$ cat src/rtl/pdua_control_unit.sv
// rtl/pdua_control_unit.sv - Moore fetch/decode/execute sequencer for the PDUA datapath
module pdua_control_unit #(
  parameter int                    ADDR_WIDTH = 3,
  parameter logic [ADDR_WIDTH-1:0] PC_ADDR    = ADDR_WIDTH'(0),
  parameter logic [ADDR_WIDTH-1:0] ACC_ADDR   = ADDR_WIDTH'(1)
) (
  input  logic                  clk,
  input  logic                  rst,
  input  logic                  start,
  input  logic [4:0]            out_IR,
  input  logic                  C,
  input  logic                  N,
  input  logic                  P,
  input  logic                  Z,
  output logic                  wr_rdn,
  output logic                  enaf,
  output logic                  sclr,
  output logic                  ir_en,
  output logic                  mar_en,
  output logic                  mdr_en,
  output logic                  mdr_alu_n,
  output logic                  bank_wr_en,
  output logic [2:0]            selop,
  output logic [1:0]            shamt,
  output logic [ADDR_WIDTH-1:0] BusB_addr,
  output logic [ADDR_WIDTH-1:0] BusC_addr,
  output logic                  halted,
  output logic                  illegal,
  output logic [3:0]            state_dbg
);

  localparam logic [3:0] S_IDLE    = 4'd0;
  localparam logic [3:0] S_FETCH_A = 4'd1;
  localparam logic [3:0] S_FETCH_B = 4'd2;
  localparam logic [3:0] S_FETCH_C = 4'd3;
  localparam logic [3:0] S_DECODE  = 4'd4;
  localparam logic [3:0] S_EX_ALU  = 4'd5;
  localparam logic [3:0] S_OP_A    = 4'd6;
  localparam logic [3:0] S_OP_B    = 4'd7;
  localparam logic [3:0] S_OP_C    = 4'd8;
  localparam logic [3:0] S_SKIP    = 4'd9;
  localparam logic [3:0] S_HALT    = 4'd10;

  localparam logic [4:0] OP_LDI  = 5'b01000;
  localparam logic [4:0] OP_JMP  = 5'b01010;
  localparam logic [4:0] OP_JZ   = 5'b01011;
  localparam logic [4:0] OP_JN   = 5'b01100;
  localparam logic [4:0] OP_JC   = 5'b01101;
  localparam logic [4:0] OP_HALT = 5'b11111;

  logic [3:0] state_q, state_d;
  logic [4:0] op_q, op_d;
  logic       illegal_q, illegal_d;

  // Opcode classes of the word currently on the IR (valid during DECODE)
  logic ir_alu, ir_shift, ir_ldi_jmp, ir_jcc, ir_halt, ir_illegal, jcc_taken;
  // P is part of the datapath flag bundle but no instruction tests it
  logic unused_flag_p;
  assign unused_flag_p = P;

  assign ir_alu     = (out_IR[4:3] == 2'b00);
  assign ir_shift   = (out_IR[4:2] == 3'b100);
  assign ir_ldi_jmp = (out_IR == OP_LDI) || (out_IR == OP_JMP);
  assign ir_jcc     = (out_IR == OP_JZ) || (out_IR == OP_JN) || (out_IR == OP_JC);
  assign ir_halt    = (out_IR == OP_HALT);
  assign ir_illegal = !(ir_alu || ir_shift || ir_ldi_jmp || ir_jcc || ir_halt);

  // Condition selected by the conditional-jump opcode, using flags seen in DECODE
  always_comb begin
    jcc_taken = 1'b0;
    case (out_IR)
      OP_JZ:   jcc_taken = Z;
      OP_JN:   jcc_taken = N;
      OP_JC:   jcc_taken = C;
      default: jcc_taken = 1'b0;
    endcase
  end

  // Next-state, opcode latch and sticky illegal flag
  always_comb begin
    state_d   = state_q;
    op_d      = op_q;
    illegal_d = illegal_q;
    case (state_q)
      S_IDLE: begin
        illegal_d = 1'b0;
        if (start) state_d = S_FETCH_A;
      end
      S_FETCH_A: state_d = S_FETCH_B;
      S_FETCH_B: state_d = S_FETCH_C;
      S_FETCH_C: state_d = S_DECODE;
      S_DECODE: begin
        op_d = out_IR;
        if (ir_alu || ir_shift)  state_d = S_EX_ALU;
        else if (ir_ldi_jmp)     state_d = S_OP_A;
        else if (ir_jcc)         state_d = jcc_taken ? S_OP_A : S_SKIP;
        else if (ir_halt)        state_d = S_HALT;
        else begin
          state_d   = S_FETCH_A;
          illegal_d = 1'b1;
        end
      end
      S_EX_ALU: state_d = S_FETCH_A;
      S_OP_A:   state_d = S_OP_B;
      S_OP_B:   state_d = S_OP_C;
      S_OP_C:   state_d = S_FETCH_A;
      S_SKIP:   state_d = S_FETCH_A;
      S_HALT:   state_d = S_HALT;
      default:  state_d = S_IDLE;
    endcase
  end

  // State registers; reset abandons any partial instruction
  always_ff @(posedge clk or negedge rst) begin
    if (!rst) begin
      state_q   <= S_IDLE;
      op_q      <= 5'd0;
      illegal_q <= 1'b0;
    end else begin
      state_q   <= state_d;
      op_q      <= op_d;
      illegal_q <= illegal_d;
    end
  end

  // Moore output decode from state and latched opcode only
  always_comb begin
    enaf       = 1'b0;
    sclr       = 1'b0;
    ir_en      = 1'b0;
    mar_en     = 1'b0;
    mdr_en     = 1'b0;
    mdr_alu_n  = 1'b0;
    bank_wr_en = 1'b0;
    selop      = 3'b000;
    shamt      = 2'b00;
    BusB_addr  = PC_ADDR;
    BusC_addr  = PC_ADDR;
    case (state_q)
      S_IDLE: sclr = 1'b1;
      S_FETCH_A, S_OP_A: begin
        mar_en    = 1'b1;
        BusB_addr = PC_ADDR;
      end
      // PC <- PC + 1 while the addressed byte lands in MDR
      S_FETCH_B, S_OP_B, S_SKIP: begin
        mdr_en     = 1'b1;
        bank_wr_en = 1'b1;
        selop      = 3'b110;
        BusC_addr  = PC_ADDR;
      end
      S_FETCH_C: begin
        ir_en     = 1'b1;
        mdr_alu_n = 1'b1;
      end
      S_EX_ALU: begin
        BusB_addr  = ACC_ADDR;
        BusC_addr  = ACC_ADDR;
        bank_wr_en = 1'b1;
        enaf       = 1'b1;
        if (op_q[4:3] == 2'b00) begin
          selop = op_q[2:0];
        end else begin
          selop = 3'b111;
          shamt = op_q[1:0];
        end
      end
      // Operand byte goes to ACC for LDI, to PC for every jump
      S_OP_C: begin
        bank_wr_en = 1'b1;
        mdr_alu_n  = 1'b1;
        BusC_addr  = (op_q == OP_LDI) ? ACC_ADDR : PC_ADDR;
      end
      default: ;
    endcase
  end

  assign wr_rdn    = 1'b0;
  assign halted    = (state_q == S_HALT);
  assign illegal   = illegal_q;
  assign state_dbg = state_q;

endmodule
$ cat config.mk
export PLATFORM = sky130hd
export DESIGN_NAME = pdua_control_unit
export DESIGN_NICKNAME = d
export VERILOG_FILES = /design/src/rtl/pdua_control_unit.sv
export SDC_FILE = /design/constraint.sdc
export NUM_CORES = 1
export LEC_CHECK = 0
export CORE_MARGIN = 3
export CORE_UTILIZATION = 40
export CTS_CLUSTER_SIZE = 28
export DETAILED_ROUTE_END_ITERATION = 7
export PLACE_DENSITY = 0.76
export SLEW_MARGIN = 20
export SYNTH_ARGS = -nofsm -noshare
export SYNTH_HDL_FRONTEND = slang
export SYNTH_SLANG_ARGS = --single-unit
$ cat constraint.sdc
create_clock -name clk -period 2.27 [get_ports clk]
set_input_delay 0.681 -clock clk [delete_from_list [all_inputs] [get_ports clk]]
set_output_delay 0.681 -clock clk [all_outputs]
set_load 0.01 [all_outputs]
==> flow_summary.ini, run 1 <==
[grt]
grt_usage_pct = 19.50
grt_max_degree = 13
grt_pass1_vias = 997
grt_pass1_wl_microns = 4084
antenna_found_initial = 0
overflow = 0

[power]
leakagePower_nw = 0.6953
power.internal_mw = 1.032
power.share.sequential_pct = 19.5
ir_drop_mv = 0.7662
p_clk_share_pct = 7.0
net-switching-power_mw = 0.6970
combinationalPowerShare_pct = 73.5
powerDensity_mw_per_mm2 = 1175
switching_share_pct = 40.31

[critical_path]
r2r_end = state_dbg[3]
cp-start-kind = flip-flop
arrival_ns = 1.87
critPathMaxFanout = 2
critical_path_required_ns = 1.59
criticalPathCategory = reg2out
cp-end-kind = primary output
reg2reg_depth = 5
timing.rr.start = state_dbg[0]
reg2reg_slack_ns = 0.55

[synth]
synth_area_leaders = dfrtp_1 (28%), a21oi_1 (5.6%), buf_4 (5.0%), mux2_2 (5.0%), nor2_1 (5.0%)
synth_common_cells = nor2_1 (12), a21oi_1 (10), dfrtp_1 (10)
yosysWarnings = 0
ys_seq_area_share_pct = 27.89
ys_seq_elements = 10
synth_top_area_cell = dfrtp_1
synthesis.area_sq_um = 897.1
synth_edf_count = 0
synth_top_area_share_pct = 27.89
avgSynthCellArea_sq_um = 7.668
synth-main-ff-cell = dfrtp_1
synth_cell_types = 37
synthCells = 117
synth_most_common_cell = nor2_1
synth-async-reset-ratio_pct = 100.0

[detailed_routing]
wl_per_cell_microns = 13.02
drtPass1Iterations = 5
num_vias = 1047
ant_nets = 0
viasPerCell = 5.315
drt_iter0_markers = 9
drt-total-wl_microns = 2564
drc = 0

[placement]
dp_hpwl_microns = 1919
portBuffers = 30
dp.cells = 189
postPlaceCellArea_sq_mm = 0.001360
globalplace.congestion = 0.8478

[clocking]
clock_sinks = 10
clk_latency_ns = 0.27
cts_made_buffers = 3
cts_max_level = 1
ctsRootBufferMaster = clkbuf_4
clkTransAtPathRegs_ns = 0.06
tritoncts = done
cts_max_path_buffers = 2

[min_path]
hold_class = reg2reg
holdPathEnd = illegal
holdPathStages = 2
min_from = illegal

[sta]
max_freq_ghz = 0.3918
setup_viol = 3
slew_violations = 0
tns_ns = -0.3339
whs_ns = 0.5178
hold_violations = 0
setup_slack_ns = -0.2825
rsz0062_at_grt = yes
post-route-period-util_pct = 112.4
finalCriticalPeriod_ns = 2.553
fin_skew_ns = 0.004074

[floorplanning]
design.portCount = 37
chipHeight_microns = 53.36
core-area_sq_mm = 0.002042
die_w_microns = 53.36
rows = 16
start_util_pct = 43.93
die_area_sq_mm = 0.002847

[final_layout]
area_growth_pct = 64.02
finalNetCount = 184
diodes = 0
drive_above_1_share_pct = 36.47
final_cells = 197
utilization_pct = 72.06
postLayoutCellArea_sq_mm = 0.001471

[outcome]
violations = setup timing
status = complete, but fails checks

[run]
drv_cap = 0
==> worst max-delay path, stage by stage, from the launching register on <==
cell and delay, ns:
dfrtp_1 0.37, or4_1 0.53, or4_4 0.43, a21oi_2 0.14, buf_2 0.14
==> flip-flops by register name, summed over array words and instances, names as in the netlist <==
name and count:
state_dbg 4, op_q 5, illegal 1
==> worst max path at each step <==
stage | start | to
after floorplan | op_q[0] | BusC_addr[0]
after global placement | op_q[0] | BusC_addr[0]
after detailed placement | op_q[0] | BusC_addr[0]
after CTS | op_q[0] | BusC_addr[0]
after global routing | op_q[0] | BusC_addr[0]
final | op_q[0] | BusC_addr[0]
==> power groups by stage <==
stage	Combinational (mW)	Sequential [mW]	Clock, mW
final	1.27	0.338	0.121
after global routing	1.38	0.351	0.129
after CTS	1.22	0.328	0.123
after detailed placement	1.17	0.326	0
after global placement	1.14	0.320	0
after floorplan	0.533	0.360	0
==> logic make-up after synthesis <==
| logic type | after synthesis | synth area share [%] |
|---|---|---|
| other | 1 | 0.4180 |
| AO/OA/AOI/OAI | 32 | 22.18 |
| multiplexers | 4 | 5.021 |
| buffers and inverters | 23 | 12.83 |
| flip-flops | 10 | 27.89 |
| AND/OR/NAND/NOR | 47 | 31.66 |
==> area by class of cell <==
| class | count | area [sq um] |
|---|---|---|
| tap | 27 | 33.78 |
| fill | 161 | 570.5 |
| sequential | 10 | 254.0 |
| multi-input combinational | 88 | 606.8 |
| clock buffer | 3 | 22.52 |
| timing repair buffer | 62 | 528.0 |
| inverter | 7 | 26.28 |
==> repair_timing <==
| item | CTS | global route |
|---|---|---|
| gates resized for setup | 42 | 19 |
| gates cloned | 0 | 0 |
| pin swaps | 3 | 1 |
| buffers inserted | 4 | 1 |
| hold buffers | 0 | 0 |
| endpoints found under the setup margin | 15 | 12 |
| endpoints found under the hold margin | 0 | 0 |
==> per-layer routing <==
layer / vias up / wire length, microns / track usage [%] / share of wire [%]
met5: - / 0 / 0 / 0
met4: 0 / 28 / 6.383 / 1.1
met3: 3 / 129 / 1.690 / 5.0
met2: 32 / 1339 / 37.35 / 52
met1: 500 / 1066 / 22.03 / 42
li1: 512 / - / - / -
==> per-stage QoR <==
step	power, mW	worst slack, ns
2_1_floorplan	0.8929	0.1098
3_3_place_gp	1.462	-0.3803
3_5_place_dp	1.497	-0.4066
4_1_cts	1.675	-0.2798
5_1_grt	1.864	-0.3459
6_report	1.729	-0.2825
==> cell usage in the layout, fill, tap and decap left out, types with 2 or more instances in the layout <==
cell type and instances:
buf_2 4, nand2_1 4, and2_1 2, clkdlybuf4s50_1 15
inv_1 6, o21ai_0 6, clkdlybuf4s15_1 2, nor3b_1 2
o32a_1 2, nand3b_1 4, o21ai_1 2, buf_4 26
mux2_2 4, nand2b_1 3, dlygate4sd2_1 5, conb_1 5
buf_6 5, dfrtp_1 7, dfrtp_2 3, nor2b_4 2
a21oi_1 9, nor2_1 11, nor3_1 3, clkbuf_4 3
o31ai_1 2, a31oi_1 2, a21o_1 2, clkbuf_2 3
Power figures use the tool's default switching activity.
==> run 2: changes to the inputs <==
--- a/config.mk
+++ b/config.mk
@@ -5,6 +5,7 @@
 export SDC_FILE = /design/constraint.sdc
 export NUM_CORES = 1
 export LEC_CHECK = 0
+export CAP_MARGIN = 20
 export CORE_MARGIN = 3
 export CORE_UTILIZATION = 40
 export CTS_CLUSTER_SIZE = 28
==> results of run 2 <==
No change in the layout: final DEF, timing and power equal those of run 1.
